$ cat src/rtl/bcd_alu_pkg.sv
// bcd_alu_pkg: shared opcodes, widths and helpers for the two-digit BCD ALU.
// Latency: none (types and constants only).
// Backpressure: none.
package bcd_alu_pkg;

  localparam int BCD_DIGIT_W = 4;
  localparam int RESULT_W    = 9;
  localparam logic [RESULT_W-1:0] ERR_RESULT = 9'h1FF;

  typedef enum logic [2:0] {
    OP_NOP  = 3'b000,
    OP_ADD  = 3'b001,
    OP_SUB  = 3'b010,
    OP_PASS = 3'b011
  } opcode_e;

  // True when a packed digit holds a non-decimal code (10..15).
  function automatic logic is_bad_digit(input logic [BCD_DIGIT_W-1:0] d);
    return (d > 4'd9);
  endfunction

endpackage

$ cat src/rtl/bcd_alu_if.sv
// bcd_alu_if: operand/opcode/result bundle between operand regs and the ALU.
// Latency: none (wires only).
// Backpressure: none; no handshake, values may change every cycle.
interface bcd_alu_if;
  import bcd_alu_pkg::*;

  logic [RESULT_W-1:0] op1;
  logic [RESULT_W-1:0] op2;
  logic [2:0]          opcode;
  logic [RESULT_W-1:0] result;

  modport master (output op1, op2, opcode, input result);
  modport slave  (input op1, op2, opcode, output result);
endinterface

$ cat src/rtl/bcd_digit_adder.sv
// bcd_digit_adder: one BCD digit add with +6 decimal correction.
// Latency: combinational.
// Backpressure: none.
module bcd_digit_adder
  import bcd_alu_pkg::*;
(
  input  logic [BCD_DIGIT_W-1:0] a_i,
  input  logic [BCD_DIGIT_W-1:0] b_i,
  input  logic                   cin_i,
  output logic [BCD_DIGIT_W-1:0] sum_o,
  output logic                   cout_o
);

  logic [BCD_DIGIT_W:0] bin_sum;
  logic [BCD_DIGIT_W:0] corr_sum;

  // Binary sum, then skip the six unused codes when it overflows a decimal digit.
  always_comb begin
    bin_sum  = {1'b0, a_i} + {1'b0, b_i} + {{BCD_DIGIT_W{1'b0}}, cin_i};
    corr_sum = bin_sum;
    cout_o   = 1'b0;
    if (bin_sum > 5'd9) begin
      corr_sum = bin_sum + 5'd6;
      cout_o   = 1'b1;
    end
    sum_o = corr_sum[BCD_DIGIT_W-1:0];
  end

endmodule

$ cat src/rtl/bcd_alu.sv
// bcd_alu: two-digit packed-BCD add/sub/pass unit with registered 9-bit result.
// Latency: 1 cycle (inputs sampled at a rising edge appear on result after it).
// Backpressure: none. Optional build macro BCD_ALU_DIGIT_CHECK_EN flags non-BCD digits.
module bcd_alu
  import bcd_alu_pkg::*;
#(
  parameter int ALU_SIZE_BITS = 9
) (
  input  logic clk,
  input  logic rst,
  bcd_alu_if.slave bus
);

  logic [BCD_DIGIT_W-1:0] a_units, a_tens;
  logic [BCD_DIGIT_W-1:0] b_units, b_tens;
  logic [BCD_DIGIT_W-1:0] sum_units, sum_tens;
  logic                   carry_units, carry_tens;
  logic                   is_sub;
  logic                   digit_err;
  logic                   unused_sign_bits;

  logic [ALU_SIZE_BITS-1:0] result_d, result_q;

  // Operand bit 8 carries no meaning on the input side.
  assign unused_sign_bits = bus.op1[8] ^ bus.op2[8];

  assign is_sub  = (bus.opcode == OP_SUB);
  assign a_units = bus.op1[3:0];
  assign a_tens  = bus.op1[7:4];

  // Subtraction reuses the adder: B digits become nines-complement, units cin = 1.
  always_comb begin
    b_units = bus.op2[3:0];
    b_tens  = bus.op2[7:4];
    if (is_sub) begin
      b_units = 4'd9 - bus.op2[3:0];
      b_tens  = 4'd9 - bus.op2[7:4];
    end
  end

  bcd_digit_adder u_units (
    .a_i    (a_units),
    .b_i    (b_units),
    .cin_i  (is_sub),
    .sum_o  (sum_units),
    .cout_o (carry_units)
  );

  bcd_digit_adder u_tens (
    .a_i    (a_tens),
    .b_i    (b_tens),
    .cin_i  (carry_units),
    .sum_o  (sum_tens),
    .cout_o (carry_tens)
  );

`ifdef BCD_ALU_DIGIT_CHECK_EN
  assign digit_err = is_bad_digit(bus.op1[3:0]) | is_bad_digit(bus.op1[7:4]) |
                     is_bad_digit(bus.op2[3:0]) | is_bad_digit(bus.op2[7:4]);
`else
  assign digit_err = 1'b0;
`endif

  // Next result per opcode; NOP holds, reserved opcodes clear.
  always_comb begin
    result_d = result_q;
    case (bus.opcode)
      OP_NOP:  result_d = result_q;
      OP_ADD:  result_d = {carry_tens, sum_tens, sum_units};
      // A missing tens carry means the difference went below zero and the
      // digits already hold the ten's complement.
      OP_SUB:  result_d = {~carry_tens, sum_tens, sum_units};
      OP_PASS: result_d = {1'b0, bus.op1[7:0]};
      default: result_d = '0;
    endcase
    if (digit_err && (bus.opcode == OP_ADD || bus.opcode == OP_SUB || bus.opcode == OP_PASS)) begin
      result_d = ERR_RESULT;
    end
  end

  // Result register; reset wins over every opcode.
  always_ff @(posedge clk) begin
    if (rst) begin
      result_q <= '0;
    end else begin
      result_q <= result_d;
    end
  end

  assign bus.result = result_q;

endmodule

$ cat src/flat_wrapper.sv
// flat-port wrapper written by rule: the top's interface ports become plain ports
module bcd_alu_flat import bcd_alu_pkg::*;
#(
  parameter int ALU_SIZE_BITS = 9
)
  (clk, rst, bus_op1, bus_op2, bus_opcode, bus_result);
  bcd_alu_if bus_i ();
  input  logic clk;
  input  logic rst;
  input wire logic [$bits(bus_i.op1)-1:0] bus_op1;
  input wire logic [$bits(bus_i.op2)-1:0] bus_op2;
  input wire logic [$bits(bus_i.opcode)-1:0] bus_opcode;
  output wire logic [$bits(bus_i.result)-1:0] bus_result;
  assign bus_i.op1 = bus_op1;
  assign bus_i.op2 = bus_op2;
  assign bus_i.opcode = bus_opcode;
  assign bus_result = bus_i.result;
  bcd_alu #(.ALU_SIZE_BITS(ALU_SIZE_BITS)) u_core (.clk(clk), .rst(rst), .bus(bus_i));
endmodule
$ cat config.mk
export PLATFORM = sky130hd
export DESIGN_NAME = bcd_alu_flat
export DESIGN_NICKNAME = d
export VERILOG_FILES = /design/src/rtl/bcd_alu_pkg.sv /design/src/rtl/bcd_alu_if.sv /design/src/rtl/bcd_digit_adder.sv /design/src/rtl/bcd_alu.sv /design/src/flat_wrapper.sv
export SDC_FILE = /design/constraint.sdc
export NUM_CORES = 1
export LEC_CHECK = 0
export CAP_MARGIN = 30
export CORE_ASPECT_RATIO = 1.5
export CORE_MARGIN = 4
export CORE_UTILIZATION = 51
export DETAILED_ROUTE_END_ITERATION = 6
export PLACE_DENSITY = 0.85
export SYNTH_ARGS = -nofsm -noshare
export SYNTH_HDL_FRONTEND = slang
export SYNTH_SLANG_ARGS = --single-unit
$ cat constraint.sdc
create_clock -name clk -period 11.8 [get_ports clk]
set_input_delay 2.36 -clock clk [delete_from_list [all_inputs] [get_ports clk]]
set_output_delay 2.36 -clock clk [all_outputs]
set_load 0.1 [all_outputs]
==> implementation parameters, run 1 <==
Parameter                              Value

Outcome
  Run status ... completed

Power
  P_sw ... 74.5 µW
  Peak VDD IR ... 0.0590 mV
  Part of the total power dissipated in the clock network ... 16.3%
  Internal portion of total power ... 83.1 µW
  Pleak ... 0.000597 µW
  Logic gate share of total power ... 61.5%
  Power Density ... 111 mW/mm²
  Sw frac ... 47.3%
  Seq pwr share ... 22.2%

Route
  Initial DRT Pass Iterations ... 4
  Average wire per standard cell ... 15.3 µm
  DRC errors left ... 0
  Metal2 WL ... 1.57 mm
  Wl on met1 ... 1.14 mm
  Final wirelength ... 2.92 mm
  ANT nets after route ... 0
  Routed length on met3 ... 113 µm
  Iteration-0 DRC Markers ... 30
  Vias ... 1,159
  Max Used Layer ... met4
  Via density ... 6.07

Floorplanning
  Horizontal die dimension ... 46.0 µm
  Initial Util ... 53.7%
  Top-level I/O count ... 32
  Placement Rows ... 20
  Height of the die ... 64.9 µm
  Core area ... 0.00205 mm²
  Floorplan die area ... 0.00298 mm²

Clock tree
  Htree depth ... 1
  Number of buffers created by CTS ... 3
  TritonCTS clock tree ... built
  Root cell of the clock tree ... clkbuf_4
  Cells resized by post-CTS repair ... 0
  Worst skew pair latency ... 260 ps
  Post-CTS clock slew at the launch and capture registers of the worst setup and hold paths ... 70 ps
  Buffers inserted by post-CTS timing repair ... 0
  Maximum number of buffers from clock root to sink ... 2
  Number of sinks on the clock net ... 9
  Hold buffers post-CTS ... 0

Setup path
  Data arrival at the endpoint of the critical path ... 7720 ps
  Critical Path, Cell by Cell ... clkdlybuf4s50_1, nor3b_1, nand2_1, xnor2_1, ha_1, or2_2, nor4_1, nand4bb_1, o21ai_0, fa_1, inv_1, fa_1, ha_1, a21boi_0, o41ai_1, mux2i_1, o22ai_1
  Worst reg2reg setup slack ... 10,790 ps
  Type of element launching the critical path ... primary input
  Buffer and inverter count on the worst path ... 2
  Critical path class ... primary input to flop
  Maximum cell stage delay along the critical path ... 720 ps
  Critical Path End Type ... flop
  Critical path's top delay family ... simple AND/OR/NAND/NOR gates
  Slowest-stage cell, CP ... nor3b_1
  CP Max Fanout ... 10
  Required time of the critical path ... 12,000 ps

Cells and area
  Final layout net count ... 208
  Max FFs per register ... 9
  Area occupied by multi-input gates ... 858 µm²
  Fill cell total of the finished layout ... 173
  Share of final-layout standard cells stronger than drive strength 1 ... 4.14%
  Synthesis-to-finish area growth ... 29.2%
  Leading cell type in the layout, fill and taps excluded ... clkdlybuf4s50_1
  N_diodes ... 0
  Commonest cells after routing, fill and taps aside ... clkdlybuf4s50_1 (29), nor2_1 (12), ha_1 (12)
  Flip-flop and latch area ... 180 µm²

Yosys
  Post-synthesis simple-gate area fraction ... 22.2%
  Synth Net Count ... 178
  Portion of the post-synthesis area used by sequential elements ... 16.3%
  Dominant synthesized flop cell ... dfxtp_1
  Synthesized instance count ... 140
  Number of distinct standard cells referenced by the synthesized netlist ... 42
  Synth Warn # ... 0
  Cells taking the most area after synthesis ... dfxtp_1 (16%), ha_1 (14%), fa_1 (5.4%), a22oi_1 (4.8%), a21oi_1 (4.5%)
  Xor-xnor portion of the synthesized cell area ... 7.15%
  Portion of synthesized cell area occupied by the leading cell type ... 16.3%
  Post-synth EDFFs ... 0
  Share of cell area taken by muxes after synthesis ... 1.82%
  Register bit count reported by yosys ... 9
  Area share of fa/ha/maj cells after synthesis ... 19.1%
  Avg Cell Area, Syn ... 7.87 µm²
  Synthesized area ... 0.00110 mm²
  Async SR Flop Fraction ... 0%
  Compound-cell area share of the yosys netlist ... 27.6%
  Main combinational cell family by area after synthesis ... compound AO/OA/AOI/OAI gates
  Library cell with the largest summed area after synthesis ... dfxtp_1

Place
  HPWL Detailed ... 2.43 mm
  Routability congestion estimate ... 0.892
  Buffers added on ports ... 29

Worst hold path
  Worst min-delay path class ... flop to flop

Timing
  Maximum clock frequency ... 133 MHz
  Slew at the pin closest to its max-slew limit ... 985 ps
  Smallest hold slack ... 532 ps
  Setup_tns ... 0 ps
  Headroom to the max-slew limit ... 34.1%
  Final Skew ... 0 ps
  Final period util ... 63.8%
  Hold violation count in the final report ... 0
  RSZ-0062 raised after global routing ... false
  Final Max Tran Viols ... 0
  Minimum clock period ... 7520 ps
  # setup viols final ... 0

Global route
  Wire length of the first global-routing pass ... 5.00 mm
  Largest net degree at the start of global routing ... 11
  Via count of the first global-routing pass ... 1,134
  Total track usage ... 21.8%
  Grt ovf ... 0
  Number of antenna violations at the first check in global routing ... 0

Job
  Max-Cap Viols ... 0
-- worst min-delay path, cell delays in order, from the launching register on --
cell and delay [ps]:
dfxtp_1 330, a222oi_1 90, nor2_1 80
-- worst paths after layout --
path	from	end	depth (start not counted)
worst max-delay path	bus_opcode[1]	u_core.bus.result[5]	17
worst min-delay path	u_core.bus.result[4]	u_core.bus.result[4]	2
worst max register to register	u_core.bus.result[2]	u_core.bus.result[2]	4
worst min register to register	u_core.bus.result[4]	u_core.bus.result[4]	2
-- per-stage QoR --
step / cell area (µm²) / utilization [%] / worst slack [ps] / total power, µW / std cells
after floorplan: 1100 / - / 5370 / 106 / 140
after global placement: 1400 / 68.1 / 4100 / 129 / 187
after detailed placement: 1400 / 68.1 / 4050 / 132 / 187
after CTS: 1420 / 69.4 / 4290 / 157 / 191
after global routing: 1420 / 69.4 / 3640 / 169 / 191
final: 1420 / 69.4 / 4280 / 158 / 191
-- cells in the mapped netlist (all sizes together) (4+ instances only) --
| master | number |
|---|---|
| o21ai | 10 |
| xor2 | 4 |
| nand3 | 4 |
| nor2 | 12 |
| dfxtp | 9 |
| a21oi | 10 |
| inv | 11 |
| xnor2 | 5 |
| a22oi | 7 |
| ha | 12 |
| nand2 | 8 |
-- area by class of cell --
| type | instances | area share, % |
|---|---|---|
| Sequential cell | 9 | 12.7 |
| Timing Repair Buffer | 29 | 20.4 |
| Tap cell | 22 | 1.93 |
| Inverter | 11 | 2.90 |
| Clock buffer | 4 | 1.85 |
| Multi-Input combinational cell | 116 | 60.3 |
-- power groups by stage --
stage | clock (µW) | sequential (µW) | combinational (µW)
after CTS | 25.3 | 35.0 | 97.0
after global routing | 27.7 | 35.5 | 106
final | 25.6 | 35.1 | 96.9
after global placement | 0 | 35.6 | 93.3
after detailed placement | 0 | 35.8 | 96.5
after floorplan | 0 | 56.9 | 49.3
-- cell families (layout without fill, tap and decap cells) --
family,Yosys count,in the layout
xor gates and xnor gates,9,9
adders and majority gates,15,15
AOI/OAI and AO/OA,46,46
muxes,2,2
and+or+nand+nor,44,44
buffers and inverters,15,44
DFF,9,9
-- per-layer routing --
layer,vias up,track usage (%)
met1,538,24.2
met2,34,38.8
met5,-,0
met4,0,10.7
met3,11,1.94
li1,576,-
Power figures use the tool's default switching activity.
==> run 2: changes to the inputs <==
--- a/config.mk
+++ b/config.mk
@@ -8,9 +8,9 @@
 export CAP_MARGIN = 30
 export CORE_ASPECT_RATIO = 1.5
 export CORE_MARGIN = 4
-export CORE_UTILIZATION = 51
+export CORE_UTILIZATION = 47
 export DETAILED_ROUTE_END_ITERATION = 6
-export PLACE_DENSITY = 0.85
+export PLACE_DENSITY = 0.79
 export SYNTH_ARGS = -nofsm -noshare
 export SYNTH_HDL_FRONTEND = slang
 export SYNTH_SLANG_ARGS = --single-unit
==> constraint.sdc (replaced) <==
create_clock -name clk -period 7 [get_ports clk]
set_input_delay 1.4 -clock clk [delete_from_list [all_inputs] [get_ports clk]]
set_output_delay 1.4 -clock clk [all_outputs]
set_load 0.1 [all_outputs]
==> run 2 against run 1 <==
Non-clock buffer count grew 3. First-iteration DRC count grew 33%. Hold slack gained 10 ps. Register-to-register slack lost 4800 ps. Via count shrank 0.26%. Clock power grew 66%. Sequential share of layout area shrank 0.21 points. Largest power group unchanged. Wire length shrank 2.3%.
==> implementation parameters, run 2 (same netlist as run 1, synthesis figures left out) <==
Parameter                              Value

Global route
  Total track usage ... 19.9% (-1.9 points)
  Number of antenna violations at the first check in global routing ... 0 (unchanged)
  Via count of the first global-routing pass ... 1,162 (+2.5%)
  Wire length of the first global-routing pass ... 4.70 mm (-6.1%)
  Largest net degree at the start of global routing ... 11 (unchanged)
  Grt ovf ... 0 (unchanged)

Outcome
  Run status ... completed

Place
  Buffers added on ports ... 29 (unchanged)
  Routability congestion estimate ... 0.910 (+1.9%)
  HPWL Detailed ... 2.44 mm (+0.73%)

Cells and area
  Commonest cells after routing, fill and taps aside ... clkdlybuf4s50_1 (29), nor2_1 (12), ha_1 (12)
  Max FFs per register ... 9 (unchanged)
  Fill cell total of the finished layout ... 209 (+21%)
  Share of final-layout standard cells stronger than drive strength 1 ... 5.81% (+1.7 points)
  N_diodes ... 0 (unchanged)
  Area occupied by multi-input gates ... 858 µm² (unchanged)
  Final layout net count ... 211 (+1.4%)
  Post-layout utilization of the core ... 64.8% (-4.6 points)
  Synthesis-to-finish area growth ... 31.3%
  Leading cell type in the layout, fill and taps excluded ... clkdlybuf4s50_1
  Flip-flop and latch area ... 180 µm² (unchanged)

Setup path
  Path depth of the worst reg2reg path ... 4 (unchanged)
  Critical path's top delay family ... adder cells
  CP Max Fanout ... 10 (unchanged)
  Slowest-stage cell, CP ... clkdlybuf4s50_1
  Critical Path, Cell by Cell ... clkdlybuf4s50_1, nor3b_1, o21ai_0, ha_1, xnor2_1, ha_1, inv_1, o21ai_0, nand4bb_1, o21ai_0, fa_1, inv_1, fa_1, xor2_1, ha_1, a21boi_0, o41ai_1, buf_4, mux2i_1, o22ai_1
  Data arrival at the endpoint of the critical path ... 6280 ps (-1440 ps)
  Type of element launching the critical path ... primary input
  Buffer and inverter count on the worst path ... 4 (+2)
  Critical Path End Type ... flop
  Critical path class ... primary input to flop
  Required time of the critical path ... 7140 ps (-4860 ps)
  Worst path depth ... 20 (+3)
  Maximum cell stage delay along the critical path ... 670 ps (-50 ps)

Power
  Sw frac ... 46.7% (-0.55 points)
  Logic gate share of total power ... 62.3% (+0.8 points)
  Pleak ... 0.000612 µW (+2.5%)
  Power Density ... 186 mW/mm² (+68%)
  Internal portion of total power ... 143 µW (+73%)
  Part of the total power dissipated in the clock network ... 15.7% (-0.6 points)
  Peak VDD IR ... 0.136 mV (+130%)
  Overall power of the completed layout ... 269 µW (+71%)
  Seq pwr share ... 21.9% (-0.3 points)
  P_sw ... 126 µW (+69%)

Route
  ANT nets after route ... 0 (unchanged)
  Via density ... 5.93 (-2.3%)
  Initial DRT Pass Iterations ... 4 (unchanged)
  Iteration-0 DRC Markers ... 40 (+33%)
  Average wire per standard cell ... 14.6 µm (-4.3%)
  Vias ... 1,156 (-0.26%)
  DRC errors left ... 0 (unchanged)
  Final wirelength ... 2.85 mm (-2.3%)

Job
  Max-Cap Viols ... 0 (unchanged)

Clock tree
  Root cell of the clock tree ... clkbuf_4
  Htree depth ... 1 (unchanged)
  Maximum number of buffers from clock root to sink ... 2 (unchanged)
  Buffers inserted by post-CTS timing repair ... 0 (unchanged)
  Post-CTS clock slew at the launch and capture registers of the worst setup and hold paths ... 60 ps (about the same)
  Hold buffers post-CTS ... 0 (unchanged)
  TritonCTS clock tree ... built
  Cells resized by post-CTS repair ... 0 (unchanged)
  Number of buffers created by CTS ... 3 (unchanged)
  Worst skew pair latency ... 260 ps (about the same)
  Number of sinks on the clock net ... 9 (unchanged)

Floorplanning
  Floorplan die area ... 0.00320 mm² (+7.2%)
  Horizontal die dimension ... 47.5 µm (+3.4%)
  Placement Rows ... 21 (+5.0%)
  Core area ... 0.00223 mm² (+8.8%)
  Height of the die ... 67.3 µm (+3.6%)
  Top-level I/O count ... 32 (unchanged)
  Initial Util ... 49.4% (-4.4 points)

Timing
  Minimum clock period ... 6140 ps
  Final Max Tran Viols ... 0 (unchanged)
  Final period util ... 87.7%
  Setup_tns ... 0 ps (unchanged)
  # setup viols final ... 0 (unchanged)
  Hold violation count in the final report ... 0 (unchanged)
  Slew at the pin closest to its max-slew limit ... 973 ps (-12.7 ps)
  RSZ-0062 raised after global routing ... false
  Final Skew ... 0 ps (unchanged)
  Headroom to the max-slew limit ... 35.0% (+0.85 points)
  Maximum clock frequency ... 163 MHz

Worst hold path
  Worst min-delay path class ... flop to flop
  WHS Path Cells ... 2 (unchanged)
## run 2: changes by cell type in the layout (fill, tap and decap cells not counted)
cell,previous run,this run
buf_4,0,3
## run 2: cell type report
class	count	share of cell area (%)
clock buffer	4	1.82
timing repair buffer	32	21.6
inverter	11	2.85
sequential	9	12.4
tap	23	1.99
multi-input combinational	116	59.3
## run 2: layer usage
metal	vias to the layer above	global-route usage, %	routed length (µm)
li1	587	-	-
met4	0	9.76	99
met5	-	0	0
met3	9	0.800	81
met2	29	38.6	1550
met1	531	19.9	1120
## run 2: path summary, 6_finish.rpt
| kind | from | endpoint | slack [ps] |
|---|---|---|---|
| worst max-delay path | bus_opcode[1] | u_core.bus.result[5] | 860 |
| worst min-delay path | u_core.bus.result[4] | u_core.bus.result[4] | 540 |
| worst max register to register | u_core.bus.result[2] | u_core.bus.result[2] | 5970 |
| worst min register to register | u_core.bus.result[4] | u_core.bus.result[4] | 540 |
## run 2: worst min-delay path, stage by stage (launching register included)
cell	delay, ps
dfxtp_1	340
a222oi_1	90
nor2_1	80
## run 2: power by group through the flow
stage | Sequential [µW] | Clock, µW | Combinational, µW
6_report | 59.1 | 42.4 | 168
5_1_grt | 59.6 | 46.7 | 183
4_1_cts | 59.1 | 43.0 | 168
3_5_place_dp | 60.3 | 0 | 167
3_3_place_gp | 60.0 | 0 | 162
2_1_floorplan | 95.9 | 0 | 83.0
## run 2: through the flow
stage / hold slack (ps) / worst slack [ps] / std cells / area, µm²
detailed placement: 533 / 647 / 191 / 1420
finish: 542 / 860 / 195 / 1450
global placement: 515 / 769 / 191 / 1420
global route: 586 / 379 / 195 / 1450
CTS: 549 / 895 / 195 / 1450
floorplan: 1040 / 1530 / 140 / 1100
==> run 3: changes to the inputs <==
--- a/config.mk
+++ b/config.mk
@@ -9,6 +9,7 @@
 export CORE_ASPECT_RATIO = 1.5
 export CORE_MARGIN = 4
 export CORE_UTILIZATION = 47
+export CTS_CLUSTER_SIZE = 28
 export DETAILED_ROUTE_END_ITERATION = 6
 export PLACE_DENSITY = 0.79
 export SYNTH_ARGS = -nofsm -noshare
==> results of run 3 <==
The final DEF is identical to that of run 2; final timing and power are the same.
